File: src/rtl/mem_arbiter_pkg.sv
// arm_mem_pkg: shared arbiter state type, bus width defaults and the error read pattern.
package arm_mem_pkg;
  localparam int ADDR_W_DEF = 32;
  localparam int DATA_W_DEF = 32;
  localparam logic [31:0] ERR_DATA = 32'hDEAD_BEEF;
  typedef enum logic [2:0] {IDLE, D_WAIT, I_WAIT, D_DONE, I_DONE} arb_state_t;
endpackage

File: src/rtl/mem_arbiter_if.sv
// mem_arb_if: IF/MEM requester ports, SRAM handshake and freeze/error status of the arbiter.
interface mem_arb_if import arm_mem_pkg::*; #(
  parameter int ADDR_W = ADDR_W_DEF,
  parameter int DATA_W = DATA_W_DEF
);
  logic              if_req;
  logic [ADDR_W-1:0] if_addr;
  logic [DATA_W-1:0] if_rdata;
  logic              if_ready;
  logic              mem_rd_en;
  logic              mem_wr_en;
  logic [ADDR_W-1:0] mem_addr;
  logic [DATA_W-1:0] mem_wdata;
  logic [DATA_W-1:0] mem_rdata;
  logic              mem_ready;
  logic              sram_req;
  logic              sram_we;
  logic [ADDR_W-1:0] sram_addr;
  logic [DATA_W-1:0] sram_wdata;
  logic [DATA_W-1:0] sram_rdata;
  logic              sram_ack;
  logic              freeze;
  logic              bus_err;
  modport master (
    output if_req, if_addr, mem_rd_en, mem_wr_en, mem_addr, mem_wdata, sram_rdata, sram_ack,
    input  if_rdata, if_ready, mem_rdata, mem_ready, sram_req, sram_we, sram_addr, sram_wdata,
           freeze, bus_err
  );
  modport slave (
    input  if_req, if_addr, mem_rd_en, mem_wr_en, mem_addr, mem_wdata, sram_rdata, sram_ack,
    output if_rdata, if_ready, mem_rdata, mem_ready, sram_req, sram_we, sram_addr, sram_wdata,
           freeze, bus_err
  );
endinterface

File: src/rtl/mem_arbiter_watchdog.sv
// mem_arb_watchdog: counts SRAM wait cycles and flags expiry when no ack arrives in time.
module mem_arb_watchdog #(
  parameter int TIMEOUT_CYCLES = 255
) (
  input  logic clk,
  input  logic rst,
  input  logic start,
  input  logic active,
  input  logic ack,
  output logic expired
);
  localparam int CW = $clog2(TIMEOUT_CYCLES + 1);
  logic [CW-1:0] cnt;
  always_ff @(posedge clk) begin
    if (!rst || start) cnt <= '0;
    else if (active && !ack) cnt <= cnt + 1'b1;
  end
  assign expired = active && !ack && cnt == CW'(TIMEOUT_CYCLES - 1);
endmodule

File: src/rtl/mem_arbiter.sv
// mem_arbiter: shares the single-port SRAM between IF and MEM (data first) and drives pipeline freeze.
// Optional macro MEM_ARB_TIMEOUT_EN adds a wait watchdog that aborts with ERR_DATA and sticky bus_err.
module mem_arbiter import arm_mem_pkg::*; #(
  parameter int ADDR_W         = ADDR_W_DEF,
  parameter int DATA_W         = DATA_W_DEF,
  parameter int TIMEOUT_CYCLES = 255
) (
  input logic      clk,
  input logic      rst,
  mem_arb_if.slave bus
);
  arb_state_t        state;
  logic              data_req, expired;
  logic              req_q, we_q, if_ready_q, mem_ready_q, bus_err_q;
  logic [ADDR_W-1:0] addr_q;
  logic [DATA_W-1:0] wdata_q, if_rdata_q, mem_rdata_q;
  assign data_req = bus.mem_rd_en | bus.mem_wr_en;
`ifdef MEM_ARB_TIMEOUT_EN
  logic waiting;
  assign waiting = state == D_WAIT || state == I_WAIT;
  mem_arb_watchdog #(.TIMEOUT_CYCLES(TIMEOUT_CYCLES)) u_wd (
    .clk     (clk),
    .rst     (rst),
    .start   (state == IDLE && (data_req || bus.if_req)),
    .active  (waiting),
    .ack     (bus.sram_ack),
    .expired (expired)
  );
`else
  assign expired = 1'b0 & (TIMEOUT_CYCLES == 0);
`endif
  always_ff @(posedge clk) begin
    if (!rst) begin
      state       <= IDLE;
      req_q       <= 1'b0;
      we_q        <= 1'b0;
      addr_q      <= '0;
      wdata_q     <= '0;
      if_rdata_q  <= '0;
      mem_rdata_q <= '0;
      if_ready_q  <= 1'b0;
      mem_ready_q <= 1'b0;
      bus_err_q   <= 1'b0;
    end else begin
      case (state)
        IDLE: begin
          if (data_req) begin
            state   <= D_WAIT;
            req_q   <= 1'b1;
            we_q    <= bus.mem_wr_en;
            addr_q  <= bus.mem_addr;
            wdata_q <= bus.mem_wdata;
          end else if (bus.if_req) begin
            state  <= I_WAIT;
            req_q  <= 1'b1;
            we_q   <= 1'b0;
            addr_q <= bus.if_addr;
          end
        end
        D_WAIT, I_WAIT: begin
          // a real ack always beats a coincident expiry
          if (bus.sram_ack || expired) begin
            state       <= state == D_WAIT ? D_DONE : I_DONE;
            req_q       <= 1'b0;
            mem_ready_q <= state == D_WAIT;
            if_ready_q  <= state == I_WAIT;
            bus_err_q   <= bus_err_q | ~bus.sram_ack;
            if (state == I_WAIT) if_rdata_q <= bus.sram_ack ? bus.sram_rdata : DATA_W'(ERR_DATA);
            else if (!we_q || !bus.sram_ack) mem_rdata_q <= bus.sram_ack ? bus.sram_rdata : DATA_W'(ERR_DATA);
          end
        end
        default: begin
          state       <= IDLE;
          if_ready_q  <= 1'b0;
          mem_ready_q <= 1'b0;
        end
      endcase
    end
  end
  assign bus.sram_req   = req_q;
  assign bus.sram_we    = we_q;
  assign bus.sram_addr  = addr_q;
  assign bus.sram_wdata = wdata_q;
  assign bus.if_rdata   = if_rdata_q;
  assign bus.if_ready   = if_ready_q;
  assign bus.mem_rdata  = mem_rdata_q;
  assign bus.mem_ready  = mem_ready_q;
  assign bus.bus_err    = bus_err_q;
  assign bus.freeze     = (data_req & ~mem_ready_q) | (bus.if_req & ~if_ready_q);
endmodule

File: src/flat_wrapper.sv
// flat-port wrapper written by rule: the top's interface ports become plain ports
module mem_arbiter_flat import arm_mem_pkg::*;
#(
  parameter int ADDR_W         = ADDR_W_DEF,
  parameter int DATA_W         = DATA_W_DEF,
  parameter int TIMEOUT_CYCLES = 255
)
  (clk, rst, bus_if_req, bus_if_addr, bus_mem_rd_en, bus_mem_wr_en, bus_mem_addr, bus_mem_wdata, bus_sram_rdata, bus_sram_ack, bus_if_rdata, bus_if_ready, bus_mem_rdata, bus_mem_ready, bus_sram_req, bus_sram_we, bus_sram_addr, bus_sram_wdata, bus_freeze, bus_bus_err);
  mem_arb_if #(.ADDR_W(ADDR_W), .DATA_W(DATA_W)) bus_i ();
  input logic clk;
  input logic rst;
  input wire logic [$bits(bus_i.if_req)-1:0] bus_if_req;
  input wire logic [$bits(bus_i.if_addr)-1:0] bus_if_addr;
  input wire logic [$bits(bus_i.mem_rd_en)-1:0] bus_mem_rd_en;
  input wire logic [$bits(bus_i.mem_wr_en)-1:0] bus_mem_wr_en;
  input wire logic [$bits(bus_i.mem_addr)-1:0] bus_mem_addr;
  input wire logic [$bits(bus_i.mem_wdata)-1:0] bus_mem_wdata;
  input wire logic [$bits(bus_i.sram_rdata)-1:0] bus_sram_rdata;
  input wire logic [$bits(bus_i.sram_ack)-1:0] bus_sram_ack;
  output wire logic [$bits(bus_i.if_rdata)-1:0] bus_if_rdata;
  output wire logic [$bits(bus_i.if_ready)-1:0] bus_if_ready;
  output wire logic [$bits(bus_i.mem_rdata)-1:0] bus_mem_rdata;
  output wire logic [$bits(bus_i.mem_ready)-1:0] bus_mem_ready;
  output wire logic [$bits(bus_i.sram_req)-1:0] bus_sram_req;
  output wire logic [$bits(bus_i.sram_we)-1:0] bus_sram_we;
  output wire logic [$bits(bus_i.sram_addr)-1:0] bus_sram_addr;
  output wire logic [$bits(bus_i.sram_wdata)-1:0] bus_sram_wdata;
  output wire logic [$bits(bus_i.freeze)-1:0] bus_freeze;
  output wire logic [$bits(bus_i.bus_err)-1:0] bus_bus_err;
  assign bus_i.if_req = bus_if_req;
  assign bus_i.if_addr = bus_if_addr;
  assign bus_i.mem_rd_en = bus_mem_rd_en;
  assign bus_i.mem_wr_en = bus_mem_wr_en;
  assign bus_i.mem_addr = bus_mem_addr;
  assign bus_i.mem_wdata = bus_mem_wdata;
  assign bus_i.sram_rdata = bus_sram_rdata;
  assign bus_i.sram_ack = bus_sram_ack;
  assign bus_if_rdata = bus_i.if_rdata;
  assign bus_if_ready = bus_i.if_ready;
  assign bus_mem_rdata = bus_i.mem_rdata;
  assign bus_mem_ready = bus_i.mem_ready;
  assign bus_sram_req = bus_i.sram_req;
  assign bus_sram_we = bus_i.sram_we;
  assign bus_sram_addr = bus_i.sram_addr;
  assign bus_sram_wdata = bus_i.sram_wdata;
  assign bus_freeze = bus_i.freeze;
  assign bus_bus_err = bus_i.bus_err;
  mem_arbiter #(.ADDR_W(ADDR_W), .DATA_W(DATA_W), .TIMEOUT_CYCLES(TIMEOUT_CYCLES)) u_core (.clk(clk), .rst(rst), .bus(bus_i));
endmodule
File: config.mk
export PLATFORM = sky130hd
export DESIGN_NAME = mem_arbiter_flat
export DESIGN_NICKNAME = d
export VERILOG_FILES = /design/src/rtl/mem_arbiter_pkg.sv /design/src/rtl/mem_arbiter_if.sv /design/src/rtl/mem_arbiter_watchdog.sv /design/src/rtl/mem_arbiter.sv /design/src/flat_wrapper.sv
export SDC_FILE = /design/constraint.sdc
export NUM_CORES = 1
export LEC_CHECK = 0
export ABC_AREA = 0
export CELL_PAD_IN_SITES_DETAIL_PLACEMENT = 1
export CELL_PAD_IN_SITES_GLOBAL_PLACEMENT = 2
export CORE_UTILIZATION = 21
export CTS_CLUSTER_DIAMETER = 80
export DETAILED_ROUTE_END_ITERATION = 6
export PLACE_DENSITY_LB_ADDON = 0.1
export SYNTH_ARGS = -nofsm -noshare
export SYNTH_HDL_FRONTEND = slang
export SYNTH_HIERARCHICAL = 1
export SYNTH_SLANG_ARGS = --single-unit
File: constraint.sdc
create_clock -name clk -period 2 [get_ports clk]
set_input_delay 0.4 -clock clk [delete_from_list [all_inputs] [get_ports clk]]
set_output_delay 0.4 -clock clk [all_outputs]
set_load 0.01 [all_outputs]
==> impl_results.md <==
- Relative slew slack: 0.437
- Largest net degree at the start of global routing: 66
- Skew final: 0.0184 ns
- Placed insts: approximately 1200
- Total grt overflow: 0
- Max-slew violation count: 0
- Unique masters post-synth: 32
- Via count: between 5000 and 6000
- Row count: 58
- Post-route setup TNS: 0 ns
- Largest stage delay on the critical path: ~0.63 ns
- CTS resizes: 1
- Inserted Clock Buffers: 17
- Synth async-reset ratio: 0
- Via density: about 4.6
- Fin cells: 1245
- RSZ-0062 raised after global routing: false
- Mapped Nets: 794
- CP Launch Type: flop
- Die W: 162 µm
- Global-route wire length before repair: 34400 µm
- Layout Utilization: 0.357
- Sequential area share after synthesis: 0.509
- Total die area: 26100 µm²
- Max_cap viols: 0
- # clock sinks: 136
- RePlAce Congestion: 0.770
- Drt total wl: 22000 µm
- Ordered cell list for the critical path: clkdlybuf4s50_1
- Warnings from Yosys: 6
- Die height: 162 µm
- Clock buffer depth: 2
- DRC: 0
- Antenna violations before repair: 1
- CP max FO: 3
- Post-synth EDFFs: 0
- Detail Placement HPWL: 15100 µm
- Final worst path period share: 0.941
- Leak: 3.10 nW
- CP Capture Type: primary output
- Post-cts hold buffer count: 0
- Worst path buffer plus inverter count: 1
- Synth-to-layout area growth: 67.6%
- Commonest non-fill, non-tap cell in the layout: clkdlybuf4s50_1
- I/O Buffers: ~270
- Hold Path Class: reg -> reg
- H-tree Lvls: 4
- Total track usage: 0.169
- Initial DRC Count: between 200 and 300
- Clock Tree Root: clkbuf_16
- Power Total: roughly 0.0083 W
- Post-CTS setup repair buffer count: 0
- Final setup violation count: 0
- TritonCTS clock tree: built
- Synth Area per Inst: 8.11 µm²
- Reg clk slew, reported paths: 0.06 ns
- Commonest non-fill, non-tap cells in the layout: 266 x clkdlybuf4s50_1, 136 x dfxtp_1, 131 x a21oi_1, 131 x nand2_1, 64 x nand3_1
- # fillers: between 2000 and 3000
- Fraction of layout cells with a size suffix above 1: 0.0722
- Antenna Violating Nets Remaining: 0
- Slew @ Worst Pin: between 0.8 and 0.9 ns
- Most used DFF post-synth: dfxtp_1
- Critical Path AT: 1.48 ns
- Synth Cell Area: 5350 µm²
- Core area: 25100 µm²
- #FFs+latches synth: 136
- Setup CP Type: reg -> out
- PwrDens: slightly above 900 nW/µm²
- Wirelength per Cell: 17.6 µm
- Critical-path top delay cell: clkdlybuf4s50_1
- Post-Syn Instances: 660
- Nets: 1035
- Final hold violation count: 0
- Worst-Skew Late Latency: 0.42 ns
- Worst VDD drop: ~0.42 mV
- Status: complete, no violations
- Min Tclk post-route: ~1.9 ns
- IO Count: 268
- First drt pass iteration count: 5
- Initial Util: 0.213
- Vias in the first global route: 6083
- CP Data Required Time: between 1.5 and 2 ns
- Fmax: between 0.5 and 0.6 GHz
- Crit-path leading delay family: buffers and inverters
-- where the power goes --
group,internal [W],total (W),switching [W]
clock network,0.00179,0.00308,0.00129
registers,0.00299,0.00314,0.000154
logic,0.00102,0.00207,0.00104
-- synth_stat cells, types with 2 or more instances --
master / n / share of area
a21oi_1: 131 / 0.12
o21ai_1: 9 / 0.0084
buf_4: 3 / 0.0042
nand3b_1: 2 / 0.0028
buf_2: 25 / 0.023
buf_1: 2 / 0.0014
inv_1: 2 / 0.0014
nor2_1: 4 / 0.0028
o21ai_0: 59 / 0.055
nand2b_1: 2 / 0.0023
nand3_1: 64 / 0.060
or3_1: 2 / 0.0023
dfxtp_1: 136 / 0.51
buf_6: 5 / 0.011
a311oi_1: 32 / 0.052
clkbuf_1: 35 / 0.025
nand2_1: 131 / 0.092
or2_2: 2 / 0.0023
-- worst paths after layout --
check,from,end,slack (ns),cells after the start
worst max-delay path,u_core/bus.mem_ready,bus_mem_ready,0.12,1
worst min-delay path,u_core/bus.if_rdata[31],u_core/bus.if_rdata[31],0.45,2
worst max register to register,u_core/state[2],u_core/bus.sram_addr[26],0.14,3
worst min register to register,u_core/bus.if_rdata[31],u_core/bus.if_rdata[31],0.45,2
-- kinds of logic (layout without fill, tap and decap cells) --
kind of cell           Yosys count  after routing  synth area share
other                            0              1                 0
AND/OR/NAND/NOR                215            215             0.177
XOR/XNOR                         1              1           0.00164
flip-flops                     136            136             0.509
AO/OA/AOI/OAI                  235            235             0.245
buffers and inverters           72            326            0.0655
multiplexers                     1              1           0.00187
-- registers in the layout (all words and copies together), names as in the netlist --
signal                 cells
u_core/state               3
u_core/bus.sram_req        1
u_core/bus.if_rdata       32
u_core/bus.sram_wdata     32
u_core/bus.sram_we         1
u_core/bus.bus_err         1
u_core/bus.if_ready        1
u_core/bus.mem_ready       1
u_core/bus.mem_rdata      32
u_core/bus.sram_addr      32
-- per-stage QoR --
step	area (µm²)	worst slack [ns]	hold WS, ns
after floorplan	5350	0.433	0.481
after global placement	8400	-0.289	0.443
after detailed placement	8400	-0.327	0.447
after CTS	8970	0.0887	0.456
after global routing	8970	0.0267	0.472
final	8970	0.119	0.453
-- cell type report --
type                       instances  area [µm²]  share of cell area
antenna                            1        2.50            0.000279
clock buffer                      20         457              0.0509
clock inverter                    12         115              0.0128
inverter                           2        10.0             0.00112
multi-input combinational        452        2310               0.258
sequential                       136        2720               0.304
tap                              330         413              0.0460
timing repair buffer             292        2930               0.327
-- metal layers --
layer | track usage | part of all wire
met3 | 0.0606 | 0.077
met1 | 0.201 | 0.43
met2 | 0.286 | 0.48
met4 | 0.0489 | 0.014
met5 | 0 | 0
(Power assumes the default switching activity.)
